--- config.mk ---
export PLATFORM = sky130hd
export DESIGN_NAME = ahblsram_ahbl_slave_if
export DESIGN_NICKNAME = d
export VERILOG_FILES = /design/src/rtl/ahblsram_ahbl_slave_if.sv
export SDC_FILE = /design/constraint.sdc
export NUM_CORES = 1
export LEC_CHECK = 0
export BUFFER_PORTS_ARGS = -buffer_cell sky130_fd_sc_hd__buf_2
export CAP_MARGIN = 20
export CORE_AREA = 2 2 88 90
export DETAILED_ROUTE_END_ITERATION = 12
export DIE_AREA = 0 0 90 92
export GPL_TIMING_DRIVEN = 0
export PLACE_DENSITY = 0.67
export SLEW_MARGIN = 10
export SYNTH_ARGS = -nofsm -noshare
export SYNTH_HDL_FRONTEND = slang
export SYNTH_SLANG_ARGS = --single-unit
--- constraint.sdc ---
create_clock -name HCLK -period 5.1 [get_ports HCLK]
set_clock_uncertainty 0.2 [all_clocks]
set_input_delay 0.51 -clock HCLK [delete_from_list [all_inputs] [get_ports HCLK]]
set_output_delay 0.51 -clock HCLK [all_outputs]
set_load 0.01 [all_outputs]
--- src/rtl/ahblsram_ahbl_slave_if.sv ---
// AHB-Lite slave front end for the LSRAM subsystem: decodes and checks bus transfers,
// issues single-pulse requests to the SRAM controller and returns HRDATA/HRESP.
module ahblsram_ahbl_slave_if #(
    parameter int unsigned MEM_AWIDTH = 19,
    parameter int unsigned MEM_DEPTH  = 512
) (
    input  logic                  HCLK,
    input  logic                  HRESET,
    input  logic                  HSEL,
    input  logic [31:0]           HADDR,
    input  logic [1:0]            HTRANS,
    input  logic                  HWRITE,
    input  logic [2:0]            HSIZE,
    input  logic [31:0]           HWDATA,
    input  logic                  HREADY,
    output logic                  HREADYOUT,
    output logic                  HRESP,
    output logic [31:0]           HRDATA,
    output logic                  ahbsram_req,
    output logic                  ahbsram_write,
    output logic [2:0]            ahbsram_size,
    output logic [MEM_AWIDTH-1:0] ahbsram_addr,
    output logic [31:0]           ahbsram_wdata,
    output logic [31:0]           ahbsram_wdata_usram,
    input  logic                  sramahb_ack,
    input  logic [31:0]           sramahb_rdata,
    input  logic                  BUSY
);

    typedef enum logic [2:0] {
        StIdle = 3'd0,
        StReq  = 3'd1,
        StWait = 3'd2,
        StDone = 3'd3,
        StErr1 = 3'd4,
        StErr2 = 3'd5
    } state_e;

    state_e                state_q, state_d;
    logic                  write_q, write_d;
    logic [2:0]            size_q, size_d;
    logic [MEM_AWIDTH-1:0] addr_q, addr_d;

    logic        accept_window;
    logic        xfer_valid;
    logic        xfer_accept;
    logic        xfer_err;
    logic [31:0] word_idx;
    state_e      accept_state;

    logic        hreadyout_c;
    logic        hresp_c;
    logic [31:0] hrdata_c;
    logic        req_c;

    // Upper address bits and HTRANS[0] carry no meaning for this slave.
    logic unused_inputs;
    assign unused_inputs = ^{HADDR[31:MEM_AWIDTH], HTRANS[0]};

    assign accept_window = (state_q == StIdle) || (state_q == StDone) || (state_q == StErr2);
    assign xfer_valid    = HSEL & HREADY & HTRANS[1];
    assign xfer_accept   = accept_window & xfer_valid;

    assign word_idx = 32'(HADDR[MEM_AWIDTH-1:2]);

    assign xfer_err = (HSIZE > 3'd2)
                    | ((HSIZE == 3'd1) & HADDR[0])
                    | ((HSIZE == 3'd2) & (HADDR[1:0] != 2'b00))
                    | (word_idx >= MEM_DEPTH);

    assign accept_state = xfer_err ? StErr1 : StReq;

    always_comb begin
        state_d     = state_q;
        write_d     = write_q;
        size_d      = size_q;
        addr_d      = addr_q;
        hreadyout_c = 1'b1;
        hresp_c     = 1'b0;
        hrdata_c    = 32'h0;
        req_c       = 1'b0;

        if (xfer_accept) begin
            write_d = HWRITE;
            size_d  = HSIZE;
            addr_d  = HADDR[MEM_AWIDTH-1:0];
        end

        case (state_q)
            StIdle: begin
                if (xfer_accept) begin
                    state_d = accept_state;
                end
            end
            StReq: begin
                hreadyout_c = 1'b0;
                req_c       = ~BUSY;
                if (!BUSY) begin
                    state_d = StWait;
                end
            end
            StWait: begin
                hreadyout_c = 1'b0;
                if (sramahb_ack) begin
                    state_d = StDone;
                end
            end
            StDone: begin
                // Controller read data arrives the cycle after ack, i.e. now.
                if (!write_q) begin
                    hrdata_c = sramahb_rdata;
                end
                state_d = xfer_accept ? accept_state : StIdle;
            end
            StErr1: begin
                hreadyout_c = 1'b0;
                hresp_c     = 1'b1;
                state_d     = StErr2;
            end
            StErr2: begin
                hresp_c = 1'b1;
                state_d = xfer_accept ? accept_state : StIdle;
            end
            default: begin
                state_d = StIdle;
            end
        endcase
    end

    always_ff @(posedge HCLK or posedge HRESET) begin
        if (HRESET) begin
            state_q <= StIdle;
            write_q <= 1'b0;
            size_q  <= 3'd0;
            addr_q  <= '0;
        end else begin
            state_q <= state_d;
            write_q <= write_d;
            size_q  <= size_d;
            addr_q  <= addr_d;
        end
    end

    assign HREADYOUT           = hreadyout_c;
    assign HRESP               = hresp_c;
    assign HRDATA              = hrdata_c;
    assign ahbsram_req         = req_c;
    assign ahbsram_write       = write_q;
    assign ahbsram_size        = size_q;
    assign ahbsram_addr        = addr_q;
    assign ahbsram_wdata       = HWDATA;
    assign ahbsram_wdata_usram = HWDATA;

endmodule

==> summary.txt <==
Critical path
  – Worst reg2reg setup slack: approximately 3.1 ns
  – Type of element capturing the critical path: output port
  – Critical Path Source Type: flop
  – Critical path start-end classification: flop to output port
  – Crit Reg-Reg Endpoint: ahbsram_addr[9]$_DFFE_PP0N_
  – CP max stage cell: dfrtp_1
  – Number of cells on the worst reg-to-reg path: 5
  – Kind of cell with the highest combined delay on the critical path: simple AND/OR/NAND/NOR gates
  – Cell chain of the critical path: buf_2 > nand3b_1 > nor2_1 > clkbuf_1 > and2_1 > buf_2
  – Critical path required time: ~4.4 ns
  – Worst Path Arrival: ~2 ns
  – Source of the worst register-to-register timing path: state_q[2]$_DFFE_PP0P_
  – WP buf/inv: 3
  – Cell repeated most along the worst path: buf_2
  – Largest stage delay on the critical path: between 0.3 and 0.4 ns
  – Biggest fanout along the worst timing path: 10

Pwr
  – Power density of the placed cells: roughly 340 mW/mm^2
  – Leakage: 1.786 nW
  – Worst voltage drop across the vdd grid: around 0.15 mV

Yosys
  – Count of cell types in the netlist: 27
  – Warnings, synthesis: 0
  – Area of the mapped netlist: roughly 0.0019 mm^2
  – Mean post-synth cell area: just over 10 um^2
  – Most used standard cell by instance count after synthesis: buf_4
  – Post-synth EDFFs: 0
  – Cells after synthesis: about 190
  – Cell types with the largest area share after synthesis: dfrtp_1 (34%), buf_4 (25%), mux2_4 (15%), and2_1 (10%), mux2_2 (2.3%)
  – Commonest cells in the netlist: buf_4 (65), and2_1 (32), dfrtp_1 (26)
  – Synthesized net count: roughly 300
  – Share of synthesized flip-flops with an asynchronous set or reset: 1.000
  – Number of register bits inferred by synthesis: 26
  – Post-synth top area cell: dfrtp_1
  – Most used flip-flop cell after synthesis: dfrtp_1
  – Sequential fraction of the synthesis area: 0.3368
  – Portion of synthesized cell area occupied by the leading cell type: 0.3368

STA
  – Worst Max-Slew Pin Slew: between 0.5 and 0.6 ns
  – Final cycle utilization of the critical path: 0.5329
  – Setup-failing EPs final: 0
  – Accumulated negative setup slack: 0 ns
  – Hold violation count in the final report: 0
  – Min Tclk post-route: 2.718 ns
  – Slew Limit Headroom: 0.6353
  – Maximum clock rate: 367.9 MHz
  – Max-slew violation total from the final report: 0
  – Setup repair after global routing missed its margin: false

Finish
  – Final core utilization: 0.4088
  – Layout overhead on the synthesized area: 57.58%
  – Final instance count without filler cells: ~480
  – Share of cells above drive strength 1: 0.7493
  – Finished Cell Area: 0.003044 mm^2
  – # diodes: 0
  – Number of nets in the final layout: between 400 and 500

Placement
  – HPWL reported at the end of detailed placement: 4540 um
  – Placed cell count: between 400 and 500
  – Standard cell area after detailed placement: between 0.002 and 0.003 mm^2
  – Number of port buffers: about 180
  – Placer's final routability congestion estimate: 0.7389

Outcome
  – Run status: completed

Floorplan
  – Full die area: between 0.008 and 0.009 mm^2
  – Number of cell rows: 32
  – Die width: 90 um
  – IO Pins: between 200 and 250
  – Die Ht: slightly above 90 um
  – Core outline area: around 0.0074 mm^2
  – Initial core utilization: 0.2594

GRT
  – Wire length of the first global-routing pass: 8059 um
  – Maximum number of pins on one net before global-route repair: 27
  – Vias in the first global route: around 1700
  – Initial antenna violation count: 0
  – Total global-route track usage: 0.1164
  – GR Overflow Total: 0

Flow run
  – Max_cap viols: 0

Clock tree
  – Clock Root Buffer: clkbuf_8
  – Number of H-tree levels: 1
  – Hold buffer count at cts: 0
  – # Post-CTS Setup Buffers: 0
  – Clock tree buffer depth: 2
  – Post_cts resized: 0
  – Clock slew seen by the registers of the worst setup and hold paths: approximately 0.09 ns
  – TritonCTS buffer count: 3
  – Clk sinks: 26
  – TritonCTS clock tree: built
  – Source-to-sink clock delay at the later pin of the worst-skew pair: ~0.27 ns

Routing
  – DRC Markers: 0
  – Wire length per cell after detailed routing: 11.27 um
  – Initial DRC count: 44
  – Vias per cell: approximately 3.8
  – Final WL: 5378 um
  – Final antenna-violating net count: 0
  – Via total after detailed routing: 1813
  – Iteration count of the initial detailed-routing pass: 4

Min path
  – Worst hold path type: input port to asynchronous set/reset pin
==> cell type report <==
cell class / count / area (um^2)
plain buffers: 71 / 526.8
clock buffers: 3 / 41.29
fillers: 765 / 4403
inverters: 1 / 3.754
multi-input cells: 90 / 750.7
flip-flops and latches: 26 / 650.6
well taps: 102 / 127.6
repair buffers: 184 / 943.4
==> state kept, by name, indices dropped and copies added, names as in the netlist <==
name and count:
ahbsram_write 1, state_q 3, ahbsram_size 3, ahbsram_addr 19
==> report_power, final <==
group / internal (mW) / leakage [nW] / switching (mW)
registers: 0.308 / 0.314 / 0.0580
logic: 0.318 / 1.45 / 0.243
clock network: 0.0529 / 0.0216 / 0.0620
total: 0.680 / 1.79 / 0.363
==> worst reg2reg max path, delay by kind of cell (launching register included) <==
family	cells	cell delay [ns]
muxes	1	0.32
and+or+nand+nor	2	0.36
AOI/OAI and AO/OA	1	0.30
DFF	1	0.46
buffers and inverters	1	0.24
==> routing by layer <==
metal,global-route usage,vias to the layer above,routed length [um]
li1,-,920,-
met1,0.1442,814,2219
met2,0.2080,79,2730
met3,0.03862,0,429
met4,0.003846,0,0
met5,0,-,0
==> worst max-delay path by stage <==
stage | from | endpoint | slack (ns) | cells past startpoint
2_1_floorplan | state_q[2]$_DFFE_PP0P_ | HRDATA[10] | 3.13 | 4
3_3_place_gp | state_q[2]$_DFFE_PP0P_ | HRDATA[15] | 2.71 | 5
3_5_place_dp | state_q[1]$_DFFE_PP0P_ | HRDATA[15] | 2.69 | 6
4_1_cts | state_q[1]$_DFFE_PP0P_ | HRDATA[15] | 2.37 | 6
5_1_grt | state_q[1]$_DFFE_PP0P_ | HRDATA[15] | 2.19 | 6
6_report | state_q[1]$_DFFE_PP0P_ | HRDATA[15] | 2.38 | 6
==> stage by stage <==
step,setup slack [ns],hold WS [ns],power (mW)
4_1_cts,2.370,0.2591,1.058
2_1_floorplan,3.132,0.2982,0.7220
5_1_grt,2.191,0.1007,1.112
3_5_place_dp,2.689,0.2870,0.9350
3_3_place_gp,2.713,0.2874,0.9220
6_report,2.382,0.06872,1.043
==> layout by cell type (no fill, tap or decap), types with 2 or more instances in the layout <==
master    instances
buf_2           184
buf_4            65
and2_1           32
dfrtp_1          26
mux2_4           19
nor2_1            7
nor3_1            4
o21ai_0           4
mux2_2            4
nand2_1           3
clkbuf_1          3
clkbuf_8          3
nand3b_1          2
nand3_1           2
buf_6             2
nor2b_1           2
==> kinds of logic after synthesis <==
logic type | share of synthesized area
multiplexers | 0.1762
AO/OA/AOI/OAI | 0.03433
flip-flops | 0.3368
AND/OR/NAND/NOR | 0.1781
buffers and inverters | 0.2746
(Power assumes the default switching activity.)
